<file path="src/rtl/ti_adc_frame_align.sv">
// ti_adc_frame_align
//   Aligns interleaved sub-ADC frames: per-way offset correction with clamp,
//   way masking, frame index stamping, and a first-word-fall-through frame
//   FIFO towards the downstream consumer.
//
// Optional feature: define TI_ADC_OFFSET_CAL_EN to enable per-way offset
//   subtraction and clamping. Without it, cal_offset is ignored and codes pass
//   through unchanged (masking, latency and FIFO behaviour are identical).
//
// Ports
//   clk         core clock, rising edge
//   rst         asynchronous active-high reset
//   in_valid    a complete frame is present on in_data
//   in_data     ADC_WAYS codes, way i at [i*ADC_BITS +: ADC_BITS], way 0 first
//   cal_offset  per-way signed offset, same packing with CAL_BITS per way
//   way_mask    1 = way enabled, 0 = replaced by mid-code
//   clr_ovf     clears the sticky overflow flag (set wins)
//   out_ready   downstream accepts the head frame
//   out_valid   head frame available
//   out_data    corrected head frame
//   out_frame   frame index of the head frame
//   fifo_level  number of frames held
//   overflow    sticky, set when a frame is dropped on a full FIFO
module ti_adc_frame_align #(
  parameter int ADC_WAYS   = 8,
  parameter int ADC_BITS   = 9,
  parameter int CAL_BITS   = 6,
  parameter int FIFO_DEPTH = 4,
  parameter int CNT_BITS   = 16
) (
  input  logic                               clk,
  input  logic                               rst,
  input  logic                               in_valid,
  input  logic [ADC_WAYS*ADC_BITS-1:0]       in_data,
  input  logic [ADC_WAYS*CAL_BITS-1:0]       cal_offset,
  input  logic [ADC_WAYS-1:0]                way_mask,
  input  logic                               clr_ovf,
  input  logic                               out_ready,
  output logic                               out_valid,
  output logic [ADC_WAYS*ADC_BITS-1:0]       out_data,
  output logic [CNT_BITS-1:0]                out_frame,
  output logic [$clog2(FIFO_DEPTH):0]        fifo_level,
  output logic                               overflow
);

  localparam int PTR_W = $clog2(FIFO_DEPTH);
  localparam int DW    = ADC_WAYS * ADC_BITS;
  localparam int EW    = ADC_BITS + 2;

  localparam logic [ADC_BITS-1:0] MID_CODE = {1'b1, {(ADC_BITS-1){1'b0}}};
  localparam logic [PTR_W:0]      FULL_LVL = (PTR_W+1)'(FIFO_DEPTH);
  localparam logic [PTR_W:0]      LVL_ONE  = (PTR_W+1)'(1);
  localparam logic [PTR_W-1:0]    PTR_ONE  = PTR_W'(1);
  localparam logic [CNT_BITS-1:0] CNT_ONE  = CNT_BITS'(1);

`ifdef TI_ADC_OFFSET_CAL_EN
  // Clamp an extended signed difference into the unsigned code range.
  function automatic logic [ADC_BITS-1:0] clamp_code(input logic signed [EW-1:0] v);
    if (v[EW-1])
      clamp_code = '0;
    else if (v[ADC_BITS])
      clamp_code = '1;
    else
      clamp_code = v[ADC_BITS-1:0];
  endfunction

  function automatic logic [ADC_BITS-1:0] correct_way(input logic [ADC_BITS-1:0] code,
                                                      input logic signed [CAL_BITS-1:0] off);
    logic signed [EW-1:0] c_ext;
    logic signed [EW-1:0] o_ext;
    c_ext = signed'({2'b00, code});
    o_ext = EW'(off);
    correct_way = clamp_code(c_ext - o_ext);
  endfunction
`else
  logic unused_cal;
  assign unused_cal = ^cal_offset;
`endif

  logic [DW-1:0]         corr_d;

  logic                  s1_vld_q, s1_vld_d;
  logic [DW-1:0]         s1_data_q;
  logic [CNT_BITS-1:0]   s1_stamp_q;
  logic [CNT_BITS-1:0]   cnt_q, cnt_d;

  logic [DW-1:0]         mem_data [FIFO_DEPTH];
  logic [CNT_BITS-1:0]   mem_frame[FIFO_DEPTH];
  logic [PTR_W-1:0]      wr_ptr_q, wr_ptr_d;
  logic [PTR_W-1:0]      rd_ptr_q, rd_ptr_d;
  logic [PTR_W:0]        level_q, level_d;
  logic                  ovf_q, ovf_d;

  logic                  pop;
  logic                  full;
  logic                  push_ok;
  logic                  drop;

  // Correction and masking, ahead of the stage-1 register.
  always_comb begin
    corr_d = '0;
    for (int i = 0; i < ADC_WAYS; i++) begin
      if (!way_mask[i])
        corr_d[i*ADC_BITS +: ADC_BITS] = MID_CODE;
      else
`ifdef TI_ADC_OFFSET_CAL_EN
        corr_d[i*ADC_BITS +: ADC_BITS] = correct_way(in_data[i*ADC_BITS +: ADC_BITS],
                                                     cal_offset[i*CAL_BITS +: CAL_BITS]);
`else
        corr_d[i*ADC_BITS +: ADC_BITS] = in_data[i*ADC_BITS +: ADC_BITS];
`endif
    end
  end

  // FIFO control: a full FIFO still takes a push if the head leaves this cycle.
  always_comb begin
    pop      = out_valid && out_ready;
    full     = (level_q == FULL_LVL);
    push_ok  = s1_vld_q && (!full || pop);
    drop     = s1_vld_q && full && !pop;

    s1_vld_d = in_valid;
    cnt_d    = in_valid ? (cnt_q + CNT_ONE) : cnt_q;
    wr_ptr_d = push_ok ? (wr_ptr_q + PTR_ONE) : wr_ptr_q;
    rd_ptr_d = pop ? (rd_ptr_q + PTR_ONE) : rd_ptr_q;

    level_d  = level_q;
    case ({push_ok, pop})
      2'b10:   level_d = level_q + LVL_ONE;
      2'b01:   level_d = level_q - LVL_ONE;
      default: level_d = level_q;
    endcase

    // Setting wins over clearing.
    if (drop)
      ovf_d = 1'b1;
    else if (clr_ovf)
      ovf_d = 1'b0;
    else
      ovf_d = ovf_q;
  end

  // Stage 1: control state
  always_ff @(posedge clk or posedge rst) begin
    if (rst) begin
      s1_vld_q <= 1'b0;
      cnt_q    <= '0;
      wr_ptr_q <= '0;
      rd_ptr_q <= '0;
      level_q  <= '0;
      ovf_q    <= 1'b0;
    end else begin
      s1_vld_q <= s1_vld_d;
      cnt_q    <= cnt_d;
      wr_ptr_q <= wr_ptr_d;
      rd_ptr_q <= rd_ptr_d;
      level_q  <= level_d;
      ovf_q    <= ovf_d;
    end
  end

  // Stage 1: corrected frame and its stamp (stamp = count before increment)
  always_ff @(posedge clk) begin
    if (in_valid) begin
      s1_data_q  <= corr_d;
      s1_stamp_q <= cnt_q;
    end
  end

  // Stage 2: frame buffer write
  always_ff @(posedge clk) begin
    if (push_ok) begin
      mem_data[wr_ptr_q]  <= s1_data_q;
      mem_frame[wr_ptr_q] <= s1_stamp_q;
    end
  end

  // Head outputs are gated by level so they read zero whenever empty or in reset.
  assign out_valid  = (level_q != '0);
  assign out_data   = out_valid ? mem_data[rd_ptr_q]  : '0;
  assign out_frame  = out_valid ? mem_frame[rd_ptr_q] : '0;
  assign fifo_level = level_q;
  assign overflow   = ovf_q;

endmodule

</file>
<file path="config.mk">
export PLATFORM = sky130hd
export DESIGN_NAME = ti_adc_frame_align
export DESIGN_NICKNAME = d
export VERILOG_FILES = /design/src/rtl/ti_adc_frame_align.sv
export SDC_FILE = /design/constraint.sdc
export NUM_CORES = 1
export LEC_CHECK = 0
export CAP_MARGIN = 0
export CORE_MARGIN = 8
export CORE_UTILIZATION = 45
export DETAILED_ROUTE_END_ITERATION = 6
export MAX_ROUTING_LAYER = met4
export PLACE_DENSITY = 0.66
export SLEW_MARGIN = 10
export SYNTH_ARGS = -nofsm -noshare
export SYNTH_HDL_FRONTEND = slang
export SYNTH_SLANG_ARGS = --single-unit
</file>
<file path="constraint.sdc">
create_clock -name clk -period 4.7 [get_ports clk]
set_input_delay 0.705 -clock clk [delete_from_list [all_inputs] [get_ports clk]]
set_output_delay 0.705 -clock clk [all_outputs]
set_load 0.05 [all_outputs]
</file>
==> results by group <==
STA
  • Count of final max-slew check failures: 0
  • RSZ-0062 raised after global routing: no
  • Fin crit share: 84.70%
  • Hold violation count in the final report: 0
  • Time the final worst path needs with I/O delays and setup: 3981 ps
  • Final sum of negative setup slack: 0 ps
  • Max transition margin: between 30% and 40%
  • Transition time of the tightest slew-check pin: 1022 ps
  • Final setup vio count: 0
  • Clock skew after layout: between 15 and 20 ps
  • Peak clock frequency supported by timing: between 200 and 300 MHz

Yosys
  • Portion of synthesized cell area occupied by the leading cell type: between 70% and 80%
  • Total standard cell area after synthesis: 17660 sq um
  • Post-synthesis net count: 960
  • Number of synthesized flops with an enable pin: 440
  • Primary FF master, synth: sky130_fd_sc_hd__edfxtp_1
  • Share of the yosys chip area belonging to registers: between 70% and 80%
  • Syn Inst Count: 820
  • Biggest area consumer among synthesized cells: sky130_fd_sc_hd__edfxtp_1
  • Flip-flop and latch count after synthesis: about 470
  • Synth Area per Inst: 21.53 sq um
  • Largest cells by area after synthesis: sky130_fd_sc_hd__edfxtp_1 75%, sky130_fd_sc_hd__mux4_2 11%, sky130_fd_sc_hd__and2_1 5.6%
  • Share of flip-flops with an asynchronous set or reset: under 10%
  • Yosys warnings: 0
  • Post-synthesis cell type count: 31

Die
  • Horiz. Die Dim: 214.1 um
  • Core area: 38650 sq um
  • IO Pins: approximately 230
  • Floorplan die area: between 40000 and 50000 sq um
  • Initial core utilization: 45.68%
  • Die Ht: around 210 um
  • Count of standard-cell rows: 72

Clock network
  • TritonCTS Buffers: 47
  • Buffers inserted during post-CTS setup optimization: 0
  • CTS Hold Buffers Added: 0
  • Clock Latency Late Sink: ~570 ps
  • Number of buffers between clock root and the deepest sink: 3
  • Total number of H-tree levels: 2
  • Library cell used as clock root buffer: sky130_fd_sc_hd__clkbuf_16
  • Total of cells resized after clock tree synthesis: 0
  • Clock tree sinks: 465
  • CTS clock-pin slew for the worst setup and hold paths: approximately 60 ps
  • TritonCTS clock tree: built

Global routing
  • Overall Global Routing Usage: between 10% and 20%
  • Met1 track demand over resource in global routing: 20.14%
  • Remaining global-route overflow: 0
  • Antenna violations before repair: 1
  • First-pass GRT wire length: roughly 54000 um
  • Largest net degree at the start of global routing: 52
  • Met2 demand-to-capacity share in global routing: 25.55%
  • Met3 routing resource usage after global routing: between 2 and 3%
  • Vias in the first global route: just under 9000
  • Most Used Layer, Global Route: met2

Route
  • DRC marker count from the first detailed-route iteration: about 400
  • Total vias in the final route: between 8000 and 9000
  • Total iterations of the first detailed-routing run: 4
  • Routed wire length per instance: around 22 um
  • Count of antenna-violating nets left after detailed routing: 0
  • Vias per inst: between 5 and 6
  • Routed WL: around 35000 um
  • Final routed DRC violation total: 0

Pwr
  • Leakage power figure: between 0.007 and 0.008 uW
  • Maximum vdd ir drop: 0.5372 mV
  • Power per Cell Area: between 700 and 800 nW/um^2

Place
  • Placer Congestion: 0.7176
  • Placed instance count: 1508
  • Placed wire-length estimate after detailed placement: 21010 um
  • Port buffer count: 177

Finish
  • Leading cell type in the layout, fill and taps excluded: sky130_fd_sc_hd__edfxtp_1
  • Count of non-filler cells in the finished layout: between 1500 and 2000
  • Area growth from synthesis to final layout: 23.12%
  • Fill cell total of the finished layout: approximately 2900
  • Ratio of cells with drive above 1 in the final layout: around a fifth
  • Leading cell types in the layout, fill and taps excluded: 440 x sky130_fd_sc_hd__edfxtp_1, 176 x sky130_fd_sc_hd__clkdlybuf4s50_1, 153 x sky130_fd_sc_hd__and2_1, 88 x sky130_fd_sc_hd__mux4_2, 48 x sky130_fd_sc_hd__clkbuf_16
  • Final-stage net count: between 1000 and 1500

Worst setup path
  • Kind of end point of the critical path: primary output
  • Sum of buffers and inverters on the critical path: 2
  • Critical setup path kind: reg -> out
  • Type of element launching the critical path: register
  • Worst Path Max Fanout: 34
  • Critical path data arrival time: 3280 ps
  • Critical path's top delay family: buffers and inverters
  • List of cells traversed by the critical path: buf_4, mux4_2, and2_1, clkdlybuf4s50_1
  • Library cell contributing the largest single delay on the critical path: sky130_fd_sc_hd__dfrtp_4
  • Data required time of the critical path: ~4000 ps
  • Slowest stage delay, CP: approximately 970 ps

Run
  • Count of maximum capacitance violations: 0

Run status
  • Status: finished, final reports clean

Min path
  • Worst hold-check path type: reg -> reg
## worst register-to-register path, cell delays in order (launching register included)
cell and delay (ps):
sky130_fd_sc_hd__dfrtp_1 420, sky130_fd_sc_hd__nor4b_1 180, sky130_fd_sc_hd__nor2b_1 410, sky130_fd_sc_hd__and2_4 650, sky130_fd_sc_hd__buf_4 400
## cells by family after synthesis
family                   after synthesis  synth area share [%]
XOR/XNOR                              21                 1.042
flip-flops                           465                 78.38
AND/OR/NAND/NOR                      196                 6.824
AO/OA/AOI/OAI                          1               0.02832
multiplexers                          91                 11.41
buffers and inverters                 39                 1.779
adder cells (fa/ha/maj)                7                0.5386
## final timing paths
path	end	startpoint	slack, ps	cells past startpoint
max	out_frame[3]	rd_ptr_q[0]	720	4
max in group asynchronous	rd_ptr_q[1]	rst	3270	2
min	cnt_q[15]	cnt_q[15]	470	1
min reg2reg	cnt_q[15]	cnt_q[15]	470	1
min in group asynchronous	overflow	rst	690	2
max reg2reg	mem_data[1][70]	fifo_level[2]	2330	4
## metal layers
layer / part of all wire [%] / up-vias
met5: 0 / -
met4: 1.7 / 0
met3: 4.4 / 45
met2: 50 / 189
met1: 44 / 4232
li1: - / 3676
## report_power, final
group          total (uW)  switching (uW)  internal, uW
Combinational        6120            3740          2380
Sequential           5820             417          5400
Clock                3910            1540          2370
## stage by stage
step           hold slack [ps]  area [sq um]  worst slack, ps  util (%)  total power (uW)
3_3_place_gp             452.2         20090             1234     51.98             12110
3_5_place_dp             468.4         20090             1237     51.98             12160
4_1_cts                  476.9         21730            606.4     56.24             16100
6_report                 471.7         21740            719.1     56.25             15850
2_1_floorplan            437.2         17660             1006         -             10110
5_1_grt                  498.1         21740            526.4     56.25             16530
## cells in the mapped netlist, types with 2 or more instances
cell type,n
sky130_fd_sc_hd__nor2_1,3
sky130_fd_sc_hd__nand2_1,7
sky130_fd_sc_hd__ha_1,6
sky130_fd_sc_hd__xnor2_1,8
sky130_fd_sc_hd__nor3_1,3
sky130_fd_sc_hd__clkbuf_1,8
sky130_fd_sc_hd__xor2_1,13
sky130_fd_sc_hd__mux2_2,2
sky130_fd_sc_hd__dfrtp_1,25
sky130_fd_sc_hd__nand4_1,6
sky130_fd_sc_hd__nand3_1,3
sky130_fd_sc_hd__and2_1,157
sky130_fd_sc_hd__buf_12,8
sky130_fd_sc_hd__edfxtp_1,440
sky130_fd_sc_hd__buf_2,11
sky130_fd_sc_hd__nor4_1,4
sky130_fd_sc_hd__mux4_2,88
sky130_fd_sc_hd__nand2b_1,8
sky130_fd_sc_hd__inv_1,8
## final cells by class
| class | instances | area [sq um] | share of cell area [%] |
|---|---|---|---|
| antenna | 1 | 2.502 | 0.01151 |
| clock buffer | 51 | 1212 | 5.578 |
| clock inverter | 37 | 434.2 | 1.997 |
| inverter | 8 | 30.03 | 0.1381 |
| multi-input combinational | 316 | 3515 | 16.17 |
| sequential | 465 | 13850 | 63.70 |
| tap | 518 | 648.1 | 2.982 |
| timing repair buffer | 201 | 2049 | 9.428 |
## sequential cells by signal (all words and copies together) (netlist names)
register    flops
s1_data_q      72
fifo_level      3
rd_ptr_q        2
mem_frame      64
overflow        1
mem_data      288
cnt_q          16
s1_vld_q        1
wr_ptr_q        2
s1_stamp_q     16
No activity file was read; power rests on OpenSTA's default activity.
